`src/rtl/usr_pkg.sv`:
```
// usr_pkg: shared enums for the universal shift register (mode, FSM state, burst direction)
package usr_pkg;
  typedef enum logic [1:0] {MODE_HOLD, MODE_SHL, MODE_SHR, MODE_LOAD} mode_e;
  typedef enum logic {IDLE, BURST} state_e;
  typedef enum logic {DIR_L, DIR_R} dir_e;
endpackage

```
`src/rtl/univ_shift_reg_if.sv`:
```
// univ_shift_reg_if: bus bundle; master drives mode/d/sin_l/sin_r/start/count, slave returns q/qn/busy/done
interface univ_shift_reg_if #(parameter int WIDTH = 8, parameter int CNT_W = $clog2(WIDTH + 1));
  logic [1:0] mode;
  logic [WIDTH-1:0] d;
  logic sin_l;
  logic sin_r;
  logic start;
  logic [CNT_W-1:0] count;
  logic [WIDTH-1:0] q;
  logic [WIDTH-1:0] qn;
  logic busy;
  logic done;
  modport master(output mode, d, sin_l, sin_r, start, count, input q, qn, busy, done);
  modport slave(input mode, d, sin_l, sin_r, start, count, output q, qn, busy, done);
endinterface

```
`src/rtl/usr_bit_cell.sv`:
```
// usr_bit_cell: one storage bit (clk, async active-low reset, sel picks hold/from_lo/from_hi/ld, q)
module usr_bit_cell import usr_pkg::*; (
  input  logic  clk,
  input  logic  reset,
  input  mode_e sel,
  input  logic  from_lo,
  input  logic  from_hi,
  input  logic  ld,
  output logic  q
);
  logic nxt;
  always_comb nxt = sel == MODE_HOLD ? q : sel == MODE_SHL ? from_lo : sel == MODE_SHR ? from_hi : ld;
  always_ff @(posedge clk or negedge reset)
    if (!reset) q <= 1'b0;
    else q <= nxt;
endmodule

```
`src/rtl/univ_shift_reg.sv`:
```
// univ_shift_reg: WIDTH-bit hold/shl/shr/load register with burst sequencer (clk, async active-low reset, bus.slave)
module univ_shift_reg import usr_pkg::*; #(
  parameter int WIDTH = 8,
  parameter int CNT_W = $clog2(WIDTH + 1)
) (
  input logic clk,
  input logic reset,
  univ_shift_reg_if.slave bus
);
  state_e state, state_nxt;
  dir_e dir;
  mode_e m, sel;
  logic [CNT_W-1:0] rem;
  logic [WIDTH-1:0] q, from_lo, from_hi;
  logic done_r, shift_req, accept, zero_req, last;
  assign m = mode_e'(bus.mode);
  assign shift_req = bus.start && (m == MODE_SHL || m == MODE_SHR);
  assign accept = state == IDLE && shift_req && bus.count != '0;
  assign zero_req = state == IDLE && shift_req && bus.count == '0;
  assign last = state == BURST && rem == CNT_W'(1);
  always_ff @(posedge clk or negedge reset)
    if (!reset) state <= IDLE;
    else state <= state_nxt;
  always_comb state_nxt = accept ? BURST : last ? IDLE : state;
  always_comb begin
    sel = state == BURST ? (dir == DIR_L ? MODE_SHL : MODE_SHR) : shift_req ? MODE_HOLD : m;
    bus.busy = state == BURST;
  end
  always_ff @(posedge clk or negedge reset)
    if (!reset) begin
      dir <= DIR_L;
      rem <= '0;
      done_r <= 1'b0;
    end else begin
      done_r <= zero_req || last;
      if (accept) begin
        dir <= m == MODE_SHL ? DIR_L : DIR_R;
        rem <= bus.count > CNT_W'(WIDTH) ? CNT_W'(WIDTH) : bus.count;
      end else if (state == BURST) rem <= rem - 1'b1;
    end
  assign from_lo = {q[WIDTH-2:0], bus.sin_l};
  assign from_hi = {bus.sin_r, q[WIDTH-1:1]};
  for (genvar i = 0; i < WIDTH; i++) begin : g_cell
    usr_bit_cell u_cell (
      .clk(clk), .reset(reset), .sel(sel),
      .from_lo(from_lo[i]), .from_hi(from_hi[i]), .ld(bus.d[i]), .q(q[i])
    );
  end
  assign bus.q = q;
  assign bus.qn = ~q;
  assign bus.done = done_r;
endmodule

```
`src/flat_wrapper.sv`:
```
// flat-port wrapper written by rule: the top's interface ports become plain ports
module univ_shift_reg_flat import usr_pkg::*;
#(
  parameter int WIDTH = 8,
  parameter int CNT_W = $clog2(WIDTH + 1)
)
  (clk, reset, bus_mode, bus_d, bus_sin_l, bus_sin_r, bus_start, bus_count, bus_q, bus_qn, bus_busy, bus_done);
  univ_shift_reg_if #(.WIDTH(WIDTH), .CNT_W(CNT_W)) bus_i ();
  input logic clk;
  input logic reset;
  input wire logic [$bits(bus_i.mode)-1:0] bus_mode;
  input wire logic [$bits(bus_i.d)-1:0] bus_d;
  input wire logic [$bits(bus_i.sin_l)-1:0] bus_sin_l;
  input wire logic [$bits(bus_i.sin_r)-1:0] bus_sin_r;
  input wire logic [$bits(bus_i.start)-1:0] bus_start;
  input wire logic [$bits(bus_i.count)-1:0] bus_count;
  output wire logic [$bits(bus_i.q)-1:0] bus_q;
  output wire logic [$bits(bus_i.qn)-1:0] bus_qn;
  output wire logic [$bits(bus_i.busy)-1:0] bus_busy;
  output wire logic [$bits(bus_i.done)-1:0] bus_done;
  assign bus_i.mode = bus_mode;
  assign bus_i.d = bus_d;
  assign bus_i.sin_l = bus_sin_l;
  assign bus_i.sin_r = bus_sin_r;
  assign bus_i.start = bus_start;
  assign bus_i.count = bus_count;
  assign bus_q = bus_i.q;
  assign bus_qn = bus_i.qn;
  assign bus_busy = bus_i.busy;
  assign bus_done = bus_i.done;
  univ_shift_reg #(.WIDTH(WIDTH), .CNT_W(CNT_W)) u_core (.clk(clk), .reset(reset), .bus(bus_i));
endmodule
```
`config.mk`:
```
export PLATFORM = sky130hd
export DESIGN_NAME = univ_shift_reg_flat
export DESIGN_NICKNAME = d
export VERILOG_FILES = /design/src/rtl/usr_pkg.sv /design/src/rtl/univ_shift_reg_if.sv /design/src/rtl/usr_bit_cell.sv /design/src/rtl/univ_shift_reg.sv /design/src/flat_wrapper.sv
export SDC_FILE = /design/constraint.sdc
export NUM_CORES = 1
export LEC_CHECK = 0
export CAP_MARGIN = 20
export CORE_ASPECT_RATIO = 0.6
export CORE_MARGIN = 2
export CORE_UTILIZATION = 28
export CTS_CLUSTER_DIAMETER = 150
export DETAILED_ROUTE_END_ITERATION = 10
export PLACE_DENSITY = 0.57
export SYNTH_ARGS = -nofsm -noshare
export SYNTH_HDL_FRONTEND = slang
export SYNTH_SLANG_ARGS = --single-unit
```
`constraint.sdc`:
```
create_clock -name clk -period 1.55 [get_ports clk]
set_input_delay 0.2325 -clock clk [delete_from_list [all_inputs] [get_ports clk]]
set_output_delay 0.2325 -clock clk [all_outputs]
set_load 0.005 [all_outputs]
```
=== Yosys cells after proc, flatten, opt, wreduce, memory -nomap -nowiden ===
Cells that the tools add are included.

* Flip-flop bits (word level): 15
* Input port bits: 19
* Output and inout bits: 18
* Logic and storage cells: 58

* Add/subtract/negate cells: 1
* Order comparisons: 1
* Equal/unequal tests: 5
* Muxes and demuxes: 25
* Bitwise gates (word level): 2
* Reduce and logical (&&, ||, !) cells: 12

{| class="wikitable"
|+ Operators with widths
! operator !! number
|-
| 1-bit two-way mux || 19
|-
| 4-bit two-way mux || 3
|-
| 8-bit inverter || 1
|-
| 2-bit two-way mux || 3
|-
| 1-bit logical AND || 5
|-
| 2-bit by 1-bit == test with 1-bit output (second input constant) || 2
|-
| 2-bit == test (second input constant) || 2
|-
| 4-bit by 1-bit == test with 1-bit output (second input constant) || 1
|-
| 4-bit greater-than comparator (second input constant) || 1
|-
| 4-bit logical NOT || 1
|-
| 2-bit nonzero test || 2
|-
| 4-bit nonzero test || 1
|-
| 4-bit by 1-bit subtractor with 4-bit output (second input constant) || 1
|-
| 2-bit logical NOT || 1
|-
| 1-bit logical OR || 2
|-
| 1-bit inverter || 1
|}

=== Depth between registers and ports, before layout ===
Gate-level depths: netlist of run 1.

* Depth after elaboration: 8
* Depth in mapped cells: 7
* Gate-level depth less buffers: 5

=== Hierarchy ===
From an unflattened synthesis of run 1, not the netlist that was laid out.

* Cell total of the unflattened synthesis: 73
* Area total of the unflattened synthesis: 877.1 µm²

{| class="wikitable"
|+ By module, submodules not included
! module !! times used !! cells each !! area an instance (µm²) !! seq. area each (µm²)
|-
| univ_shift_reg || 1 || 57 || 496.7 || 175.2
|-
| usr_bit_cell || 8 || 2 || 47.5 || 25.0
|}

=== Least setup slack after synthesis of run 1 ===
No wires, ideal clock.

* Kind: input to register
* From: input port bus_mode[1]
* To: register u_core.g_cell[0].u_cell.q
* Library setup time: 0.090 ns
* Arrival time: 1.448 ns
* Required time: 1.460 ns
* Path slack: 0.011 ns
* Stages on the path: 7
* Path buffers: 2
* Cells stage by stage: buf_6 -> inv_4 -> ha_1 -> nor2b_4 -> or4_4 -> buf_6 -> o221ai_1

* Longest elaborated chain between the ends: 8
* Elaborated cells between the ends (all ways): 11
* Those cells by class: 4 x eq/ne; 4 x mux; 3 x reduce/logical

{| class="wikitable"
|+ RTL lines
! item !! RTL line !! RTL
|-
| start: declaration || flat_wrapper.sv:11 || <nowiki>input wire logic [$bits(bus_i.mode)-1:0] bus_mode;</nowiki>
|-
| 2-bit by 1-bit == test with 1-bit output or 2-bit == test (tied branches) || univ_shift_reg.sv:17 || <nowiki>assign shift_req = bus.start && (m == MODE_SHL || m == MODE_SHR);</nowiki>
|-
| 1-bit logical OR || univ_shift_reg.sv:17 ||
|-
| 1-bit logical AND || univ_shift_reg.sv:17 ||
|-
| 2-bit two-way mux * (2 in series) || univ_shift_reg.sv:26 || <nowiki>sel = state == BURST ? (dir == DIR_L ? MODE_SHL : MODE_SHR) : shift_req ? MODE_HOLD : m;</nowiki>
|-
| 2-bit == test || usr_bit_cell.sv:12 || <nowiki>always_comb nxt = sel == MODE_HOLD ? q : sel == MODE_SHL ? from_lo : sel == MODE_SHR ? from_hi : ld;</nowiki>
|-
| 1-bit two-way mux (2 in series) || usr_bit_cell.sv:12 ||
|-
| end signal: assignment || usr_bit_cell.sv:15 || <nowiki>else q <= nxt;</nowiki>
|-
| end: declaration || usr_bit_cell.sv:9 || <nowiki>output logic q</nowiki>
|}

Every way passes the cells marked *; elsewhere a longest branch is shown, timed or not.
A chain may end at the register's enable or synchronous reset.

=== Final worst setup path of run 1 ===
* From: register u_core.g_cell[1].u_cell.q
* To: output port bus_qn[1]

* Longest elaborated chain between the ends: 1

{| class="wikitable"
|+ RTL lines
! item !! RTL line !! RTL
|-
| start: declaration || usr_bit_cell.sv:9 ||
|-
| start signal: assignment || usr_bit_cell.sv:15 ||
|-
| 8-bit inverter || univ_shift_reg.sv:50 || <nowiki>assign bus.qn = ~q;</nowiki>
|-
| end: declaration || flat_wrapper.sv:18 || <nowiki>output wire logic [$bits(bus_i.qn)-1:0] bus_qn;</nowiki>
|}

Every way passes these cells.

==> metrics.txt, run 1 <==
crit path kind=flip-flop to output pin; die area=4619 um2; die extent in y=53.45 um; share of flip-flops with an asynchronous set or reset=1.000; CTS Hold Bufs=0; HPWL Detailed=2445 um; Peak Freq=661.4 MHz; Inserted Diodes=0; H-tree Lvls=1; Leak=0.7165 nW; DP Worst Slack=-530.0 ps; Final Power=0.002792 W; number of setup violations in the final report=0; Multi-input gate area=603.1 um2; switching power=0.001019 W; Placer Congestion=0.8340; Finished Core Util=0.4451; syn nets=131; gr usage total=0.1485; Clock Pin Slew Worst Setup and Hold Paths=70 ps; layout cells sized above 1=0.3797; crit path max fanout=5; GRT overflow=0; Seq cells post-synth=15; Vias=1053; Area growth syn-to-layout=47.70%; Yosys top cell by area=dfrtp_1; I/O Buffers=36; placed cell areas=1549 um2; vias per cell=5.137; share of power burned in registers=0.289; CTS max path bufs=2; Fill cells=370; RSZ-0062 raised after global routing=no; Worst setup EP type=output pin; register area share after synthesis=0.3289; Initial Util=0.3014; Mapped Cells=109; pwr/cell area=1657 nW/um2; Critical Path AT=1280 ps; first-pass GRT wire length=5175 um; average size of a mapped cell=10.47 um2; vias in the first global route=1042; final hold viol count=0; final worst slack=38.09 ps; clock tree from TritonCTS=done; Slew Limit Headroom=0.5957; first-pass detailed-route iteration total=4; drt drc=0; initial antenna violation count=0; wire per inst=15.77 um; core area=3786 um2; iteration-0 DRC count of the detailed router=42; final max-slew violation count=0; antenna-violating nets left=0; Area contributors post-synth=dfrtp_1 33%, mux2_2 16%, a32oi_1 6.1%; Comb pwr share=0.592; clk_skew=5.598 ps; max-cap violations=0; worst min path class=input pin to async pin; number of enable flip-flop cells after synthesis=0; Num CTS Buffers=3; mapped cell area=1141 um2; Yosys top cell area share=0.3289; Reg area=380.4 um2; final wirelength=3232 um; Sink Count=15; startpoint types=flip-flop; Clock power frac=0.119; clk root buf=clkbuf_8; number of library cell types mapped by synthesis=31; Tmin final=1512 ps; status=completed; switching share of total power=0.3649; final net count=181; Design Area, Final=1685 um2; largest net degree at the start of global routing=16; top-count cell post-synth=mux2_2; Ports=37; FP Rows=17; latest clock arrival within the worst-skew pair=250 ps; Power Internal=0.001773 W; most frequent cells after synthesis=16 x mux2_2, 15 x dfrtp_1, 12 x inv_1; Die Span X=86.42 um; Synth Flop Type=dfrtp_1; maximum vdd drop=0.4928 mV; Worst EP required=1320 ps; Slew @ Worst Pin=605.3 ps; final worst path period share=0.9754; Syn. warnings=0
metrics by stage:
step	cells	setup TNS (ps)	hold slack [ps]
4_1_cts	201	0	294.4
2_1_floorplan	109	0	-63.09
3_5_place_dp	192	-6863	570.7
6_report	205	0	291.4
5_1_grt	205	0	294.5
3_3_place_gp	192	-6071	542.6
repair_timing:
action | 4_1_cts | 5_1_grt
pin swaps | 0 | 0
setup buffers | 5 | 4
endpoints found under the setup margin | 21 | 9
endpoints found under the hold margin | 0 | 0
resized for setup | 6 | 9
critical path: stages, from the launching register on:
cell and delay [ps]:
dfrtp_2 440, inv_2 90, clkdlybuf4s50_1 500
area by class of cell:
type | instances | area share
Clock buffer | 3 | 0.02450
Timing Repair Buffer | 60 | 0.3237
Inverter | 13 | 0.03044
Tap cell | 47 | 0.03489
Multi-Input combinational cell | 66 | 0.3578
Clock inverter | 1 | 0.002970
Sequential cell | 15 | 0.2257
cell families after synthesis:
| kind of cell | Yosys count | share of synthesized area |
|---|---|---|
| DFF | 15 | 0.3289 |
| adders and majority gates | 3 | 0.03290 |
| xor gates and xnor gates | 2 | 0.01535 |
| and+or+nand+nor | 11 | 0.07785 |
| AOI/OAI and AO/OA | 34 | 0.2336 |
| muxes | 16 | 0.1579 |
| buffers and inverters | 28 | 0.1535 |
sequential cells by signal (all words and copies together), names as in the netlist:
register,count
u_core.g_cell.u_cell.q,8
u_core.rem,4
u_core.bus.busy,1
u_core.bus.done,1
u_core.dir,1
placed cells by master (no fill, tap or decap), drive strengths merged:
cell           count
nor3b              1
nor3               1
o31ai              2
a32oi              8
nor2               3
o21ai              4
buf               24
clkinv             1
o311ai             1
o221ai             8
mux2              16
a21bo              1
clkbuf             3
dfrtp             15
clkdlybuf4s50     31
inv               13
nor4               1
dlymetal6s2s       3
a32o               1
a21oi              4
ha                 3
a22oi              3
o21bai             1
or4                1
o41ai              1
nand2b             1
nor2b              3
dlygate4sd2        2
xnor2              2
power by group through the flow:
stage / Sequential [W] / Clock (W) / Combinational, W
floorplan: 0.000718 / 0 / 0.000998
global placement: 0.000814 / 0 / 0.00144
detailed placement: 0.000822 / 0 / 0.00148
CTS: 0.000808 / 0.000337 / 0.00159
global route: 0.000839 / 0.000367 / 0.00181
finish: 0.000806 / 0.000333 / 0.00165
routing by layer:
metal | part of all wire | up-vias | GRT usage
met5 | 0 | - | 0
met4 | 0.0084 | 0 | 0.03906
met3 | 0.060 | 2 | 0.03900
met2 | 0.44 | 35 | 0.2385
met1 | 0.49 | 512 | 0.1981
li1 | - | 504 | -
path summary, 6_finish.rpt:
kind	to	slack (ps)	startpoint	cells after the start
setup / recovery	bus_qn[1]	40	u_core.g_cell[1].u_cell.q	2
hold / removal	u_core.rem[0]	290	reset	2
setup reg to reg	u_core.g_cell[1].u_cell.q	170	u_core.dir	3
hold reg to reg	u_core.rem[0]	580	u_core.rem[0]	1
max in group asynchronous	u_core.g_cell[1].u_cell.q	1050	reset	2
min in group clk	u_core.rem[0]	580	u_core.rem[0]	1
(Power assumes the default switching activity.)
==> run 2: changes to the inputs <==
ABC_AREA = 0   (was default)
PLACE_DENSITY = default   (was 0.57)
==> run 2 against run 1 <==
Against the previous run: cell area fell by 2.7%; combinational power fell by 6%; count of clock-buffer cells in the layout did not move; die area did not move; register-to-register slack got worse by 40 ps; global-route usage fell by 0.60 points; total power fell by 3.4%; first-iteration DRC count rose by 12%; sequential power rose by 2.5%; cell count fell by 4.9%; wire length fell by 4.7%; largest cell class unchanged.
==> metrics.txt, run 2 (synthesized netlist as in run 1, its figures left out) <==
Worst setup EP type=output pin (unchanged); gr usage total=0.1424 (was 0.1485); H-tree Lvls=1 (unchanged); Critical Path AT=1280 ps (about the same); CTS max path bufs=2 (unchanged); max-cap violations=0 (unchanged); Peak Freq=662.3 MHz (was 661.4 MHz); final max-slew violation count=0 (unchanged); die area=4619 um2 (unchanged); final net count=171 (was 181); status=completed (unchanged); Slew @ Worst Pin=634.3 ps (was 605.3 ps); first-pass detailed-route iteration total=4 (unchanged); number of setup violations in the final report=0 (unchanged); maximum vdd drop=0.6120 mV (was 0.4928 mV); vias per cell=5.190 (was 5.137); Largest Register=u_core.g_cell.u_cell.q (unchanged); Inserted Diodes=0 (unchanged); Finished Core Util=0.4329 (was 0.4451); vias in the first global route=957 (was 1042); antenna-violating nets left=0 (unchanged); iteration-0 DRC count of the detailed router=47 (was 42); layout cells sized above 1=0.3514 (was 0.3797); first-pass GRT wire length=4919 um (was 5175 um); latest clock arrival within the worst-skew pair=250 ps (about the same); HPWL Detailed=2325 um (was 2445 um); Vias=1012 (was 1053); die extent in y=53.45 um (unchanged); wire per inst=15.79 um (was 15.77 um); Final Power=0.002698 W (was 0.002792 W); Leak=0.6686 nW (was 0.7165 nW); Sink Count=15 (unchanged); Slew Limit Headroom=0.5762 (was 0.5957); pwr/cell area=1646 nW/um2 (was 1657 nW/um2); Worst EP required=1320 ps (about the same); Fill cells=369 (was 370); Multi-input gate area=625.6 um2 (was 603.1 um2); core area=3786 um2 (unchanged); Reg area=379.1 um2 (was 380.4 um2); Largest register FFs=8 (unchanged); DP Worst Slack=-503.6 ps (was -530.0 ps); startpoint types=flip-flop (unchanged); biggest regs=u_core.g_cell.u_cell.q (8), u_core.rem (4) (unchanged); final worst slack=40.10 ps (was 38.09 ps); Placer Congestion=0.7943 (was 0.8340); Initial Util=0.3014 (unchanged); FP Rows=17 (unchanged); Clock Pin Slew Worst Setup and Hold Paths=70 ps (about the same); final wirelength=3080 um (was 3232 um); Die Span X=86.42 um (unchanged); final hold slack=303.7 ps (was 291.4 ps); worst min path class=input pin to async pin (unchanged); most frequent cells in the layout=33 x clkdlybuf4s50_1, 16 x mux2_2, 13 x buf_4 (was 31 x clkdlybuf4s50_1, 24 x buf_4, 16 x mux2_2); largest net degree at the start of global routing=19 (was 16); drt drc=0 (unchanged); I/O Buffers=36 (unchanged); crit path max fanout=5 (unchanged); commonest non-fill, non-tap cell in the layout=clkdlybuf4s50_1 (unchanged); Tmin final=1510 ps (was 1512 ps); Area growth syn-to-layout=43.64% (was 47.70%); Ports=37 (unchanged); final hold viol count=0 (unchanged); GRT overflow=0 (unchanged); crit path kind=flip-flop to output pin (unchanged); clk root buf=clkbuf_8 (unchanged); final worst path period share=0.9741 (was 0.9754); clk_skew=6.667 ps (was 5.598 ps); initial antenna violation count=0 (unchanged); Num CTS Buffers=3 (unchanged); clock tree from TritonCTS=done (unchanged)
run 2: cell types whose count changed in the layout (fill, tap and decap cells not counted), moves of 2 or more:
cell | before | now
buf_4 | 24 | 13
o221ai_2 | 0 | 2
dlymetal6s2s_1 | 3 | 1
o221ai_1 | 8 | 6
clkdlybuf4s50_1 | 31 | 33
run 2: stage by stage:
step,cell area [um2],cells,TNS (ps)
after floorplan,1141,109,0
after global placement,1524,187,-6495
after detailed placement,1524,187,-6723
after CTS,1604,191,0
after global routing,1639,195,-5.077
final,1639,195,0
run 2: worst max-delay path, cell delays in order (launching register included):
cell and delay, ps:
dfrtp_2 440, inv_2 90, clkdlybuf4s50_1 500
run 2: per-layer routing:
layer	part of all wire	global-route usage
met2	0.41	0.1885
met1	0.53	0.2221
met4	0.0036	0.02083
met3	0.056	0.04368
met5	0	0
run 2: final timing paths:
check	cells past startpoint	endpoint	slack (ps)	startpoint
hold reg to reg	1	u_core.rem[0]	560	u_core.rem[0]
setup / recovery	2	bus_qn[6]	40	u_core.g_cell[6].u_cell.q
min in group clk	3	u_core.dir	500	bus_mode[0]
max in group asynchronous	2	u_core.bus.busy	1040	reset
hold / removal	2	u_core.g_cell[4].u_cell.q	300	reset
setup reg to reg	3	u_core.g_cell[1].u_cell.q	130	u_core.bus.busy
run 2: timing repair:
item	4_1_cts	5_1_grt
gates resized for setup	11	5
setup endpoints to repair	17	6
hold endpoints to repair	0	0
buffers inserted	0	4
hold buffers	0	0
run 2: power breakdown:
group,switching (W),leakage [nW],total (W),internal [W]
clock network,0.000146,0.0255,0.000324,0.000178
logic,0.000611,0.464,0.00155,0.000936
registers,0.000243,0.180,0.000826,0.000583
total,0.00100,0.669,0.00270,0.00170
run 2: layout make-up:
type                    instances  share of cell area
repair buffers                 50              0.2916
inverters                      13             0.03130
multi-input cells              66              0.3817
flip-flops and latches         15              0.2313
clock inverters                 1            0.003053
clock buffers                   3             0.02519
well taps                      47             0.03588
==> run 3: changes to the inputs <==
clock period = 1.9 ns   (was 1.55 ns; I/O delays follow)
==> run 3 against run 2 <==
Against the previous run: critical path type is now input pin to flip-flop; cell area decreased by 5.3%; sequential cell count unchanged; sequential share of layout area up 1.1 points; critical endpoint is now u_core.g_cell[1].u_cell.q; highest routed layer is now met3.
==> metrics.txt, run 3 (synthesized netlist as in run 1, its figures left out) <==
maximum vdd drop=0.4686 mV (was 0.6120 mV); placed cell areas=1496 um2 (was 1524 um2); Initial Util=0.3014 (unchanged); final worst path period share=0.8845; layout cells sized above 1=0.2324 (was 0.3514); Die Span X=86.42 um (unchanged); final wirelength=3007 um (was 3080 um); placed cells=185 (was 187); status=completed (unchanged); switching power=0.0007750 W (was 0.0009999 W); GRT overflow=0 (unchanged); Vias=979 (was 1012); latest clock arrival within the worst-skew pair=250 ps (about the same); final worst slack=219.4 ps (was 40.10 ps); FP Rows=17 (unchanged); biggest regs=u_core.g_cell.u_cell.q (8), u_core.rem (4) (unchanged); slowest CP cell=clkdlybuf4s50_1 (unchanged); iteration-0 DRC count of the detailed router=42 (was 47); Leak=0.6339 nW (was 0.6686 nW); Reg2Reg Capture Point=u_core.g_cell[1].u_cell.q (unchanged); Clock Pin Slew Worst Setup and Hold Paths=70 ps (about the same); Area growth syn-to-layout=35.97% (was 43.64%); final hold viol count=0 (unchanged); wire per inst=15.91 um (was 15.79 um); HPWL Detailed=2329 um (was 2325 um); initial antenna violation count=0 (unchanged); Clock power frac=0.130 (was 0.120); drt drc=0 (unchanged); clk_skew=3.368 ps (was 6.667 ps); Critical Path AT=1800 ps (was 1280 ps); I/O Buffers=36 (unchanged); antenna-violating nets left=0 (unchanged); crit path kind=input pin to flip-flop (was flip-flop to output pin); Final Power=0.002096 W (was 0.002698 W); clk root buf=clkbuf_8 (unchanged); vias per cell=5.180 (was 5.190); Worst EP required=2020 ps (was 1320 ps); Largest register FFs=8 (unchanged); critical path cell sequence=clkdlybuf4s50_1 -> ha_1 -> nand2b_1 -> buf_4 -> a32oi_1 -> o221ai_1 (was inv_2 -> clkdlybuf4s50_1); vias in the first global route=958 (was 957); crit path max fanout=10 (was 5); Sink Count=15 (unchanged); Design Area, Final=1551 um2 (was 1639 um2); Num CTS Buffers=3 (unchanged); Peak Freq=595.0 MHz; final max-slew violation count=0 (unchanged); Power Internal=0.001321 W (was 0.001698 W); Reg-to-Reg Start=u_core.bus.busy (unchanged); pwr/cell area=1351 nW/um2 (was 1646 nW/um2); first-pass detailed-route iteration total=4 (unchanged); final net count=165 (was 171); Largest Register=u_core.g_cell.u_cell.q (unchanged); H-tree Lvls=1 (unchanged); most frequent cells in the layout=35 x clkdlybuf4s50_1, 16 x mux2_2, 15 x dfrtp_1 (was 33 x clkdlybuf4s50_1, 16 x mux2_2, 13 x buf_4); CTS max path bufs=2 (unchanged); gr usage total=0.1432 (was 0.1424); max-cap violations=0 (unchanged); non-filler cells, final=189 (was 195); RSZ-0062 raised after global routing=no; Inserted Diodes=0 (unchanged); number of setup violations in the final report=0 (unchanged); commonest non-fill, non-tap cell in the layout=clkdlybuf4s50_1 (unchanged); Placer Congestion=0.8143 (was 0.7943); CP max stage delay=440 ps (was 500 ps); reg2reg path depth=3 (unchanged); DP Worst Slack=-190.9 ps (was -503.6 ps); R2R setup slack=430 ps (was 130 ps); Worst setup EP type=flip-flop (was output pin); Comb pwr share=0.547 (was 0.574); die area=4619 um2 (unchanged); die extent in y=53.45 um (unchanged); first-pass GRT wire length=4947 um (was 4919 um); largest net degree at the start of global routing=16 (was 19); switching share of total power=0.3698 (was 0.3706); final hold slack=343.9 ps (was 303.7 ps); Fill cells=369 (unchanged); clock tree from TritonCTS=done (unchanged); CTS Hold Bufs=0 (unchanged); Slew @ Worst Pin=632.7 ps (was 634.3 ps); core area=3786 um2 (unchanged); share of power burned in registers=0.323 (was 0.306); worst min path class=input pin to async pin (unchanged); Tmin final=1681 ps; Slew Limit Headroom=0.5773 (was 0.5762); startpoint types=input pin (was flip-flop); Ports=37 (unchanged)
run 3: changes by cell type in the layout (fill, tap and decap cells not counted), moves of 3 or more:
cell / previous run / this run
inv_2: 5 / 0
dfrtp_1: 12 / 15
inv_1: 7 / 12
buf_4: 13 / 8
dfrtp_2: 3 / 0
run 3: timing repair:
action                     4_1_cts  5_1_grt
setup buffers                    0        0
setup endpoints to repair        0        8
resized for setup                0        2
run 3: stage by stage:
step | TNS, ps | util
finish | 0 | 0.4098
global route | 0 | 0.4098
global placement | -1523 | 0.3952
detailed placement | -1838 | 0.3952
floorplan | 0 | -
CTS | 0 | 0.4071
run 3: layout make-up:
type                            instances  area [um2]  share of cell area
Sequential cell                        15       375.4              0.2419
Clock buffer                            4       45.04             0.02903
Inverter                               13       51.30             0.03306
Multi-Input combinational cell         66       598.1              0.3855
Timing Repair Buffer                   44       422.9              0.2726
Tap cell                               47       58.81             0.03790
run 3: critical path: cells and delay by family:
family	cells	cell delay [ps]
simple gates	1	200
buf+inv	2	630
compound gates	2	330
fa+ha+maj	1	360
run 3: worst max path at each step:
stage | start | endpoint | slack [ps] | depth (start not counted)
2_1_floorplan | bus_mode[1] | u_core.g_cell[0].u_cell.q | 310 | 7
3_3_place_gp | bus_mode[1] | u_core.g_cell[4].u_cell.q | -170 | 7
3_5_place_dp | bus_mode[1] | u_core.g_cell[4].u_cell.q | -190 | 7
4_1_cts | bus_mode[1] | u_core.g_cell[7].u_cell.q | 80 | 7
5_1_grt | bus_mode[0] | u_core.g_cell[4].u_cell.q | 100 | 6
6_report | bus_mode[0] | u_core.g_cell[1].u_cell.q | 220 | 6
run 3: power by group through the flow:
stage	logic, W	registers [W]	clock network (W)
final	0.00115	0.000676	0.000272
after global routing	0.00127	0.000698	0.000298
after CTS	0.00114	0.000675	0.000281
after detailed placement	0.00114	0.000681	0
after global placement	0.00112	0.000671	0
after floorplan	0.000814	0.000586	0
run 3: metal layers:
metal	up-vias	wire, um	GRT usage
met4	0	0	0.02865
met3	0	138	0.04836
met2	29	1239	0.1833
met5	-	0	0
met1	477	1629	0.2220
li1	473	-	-
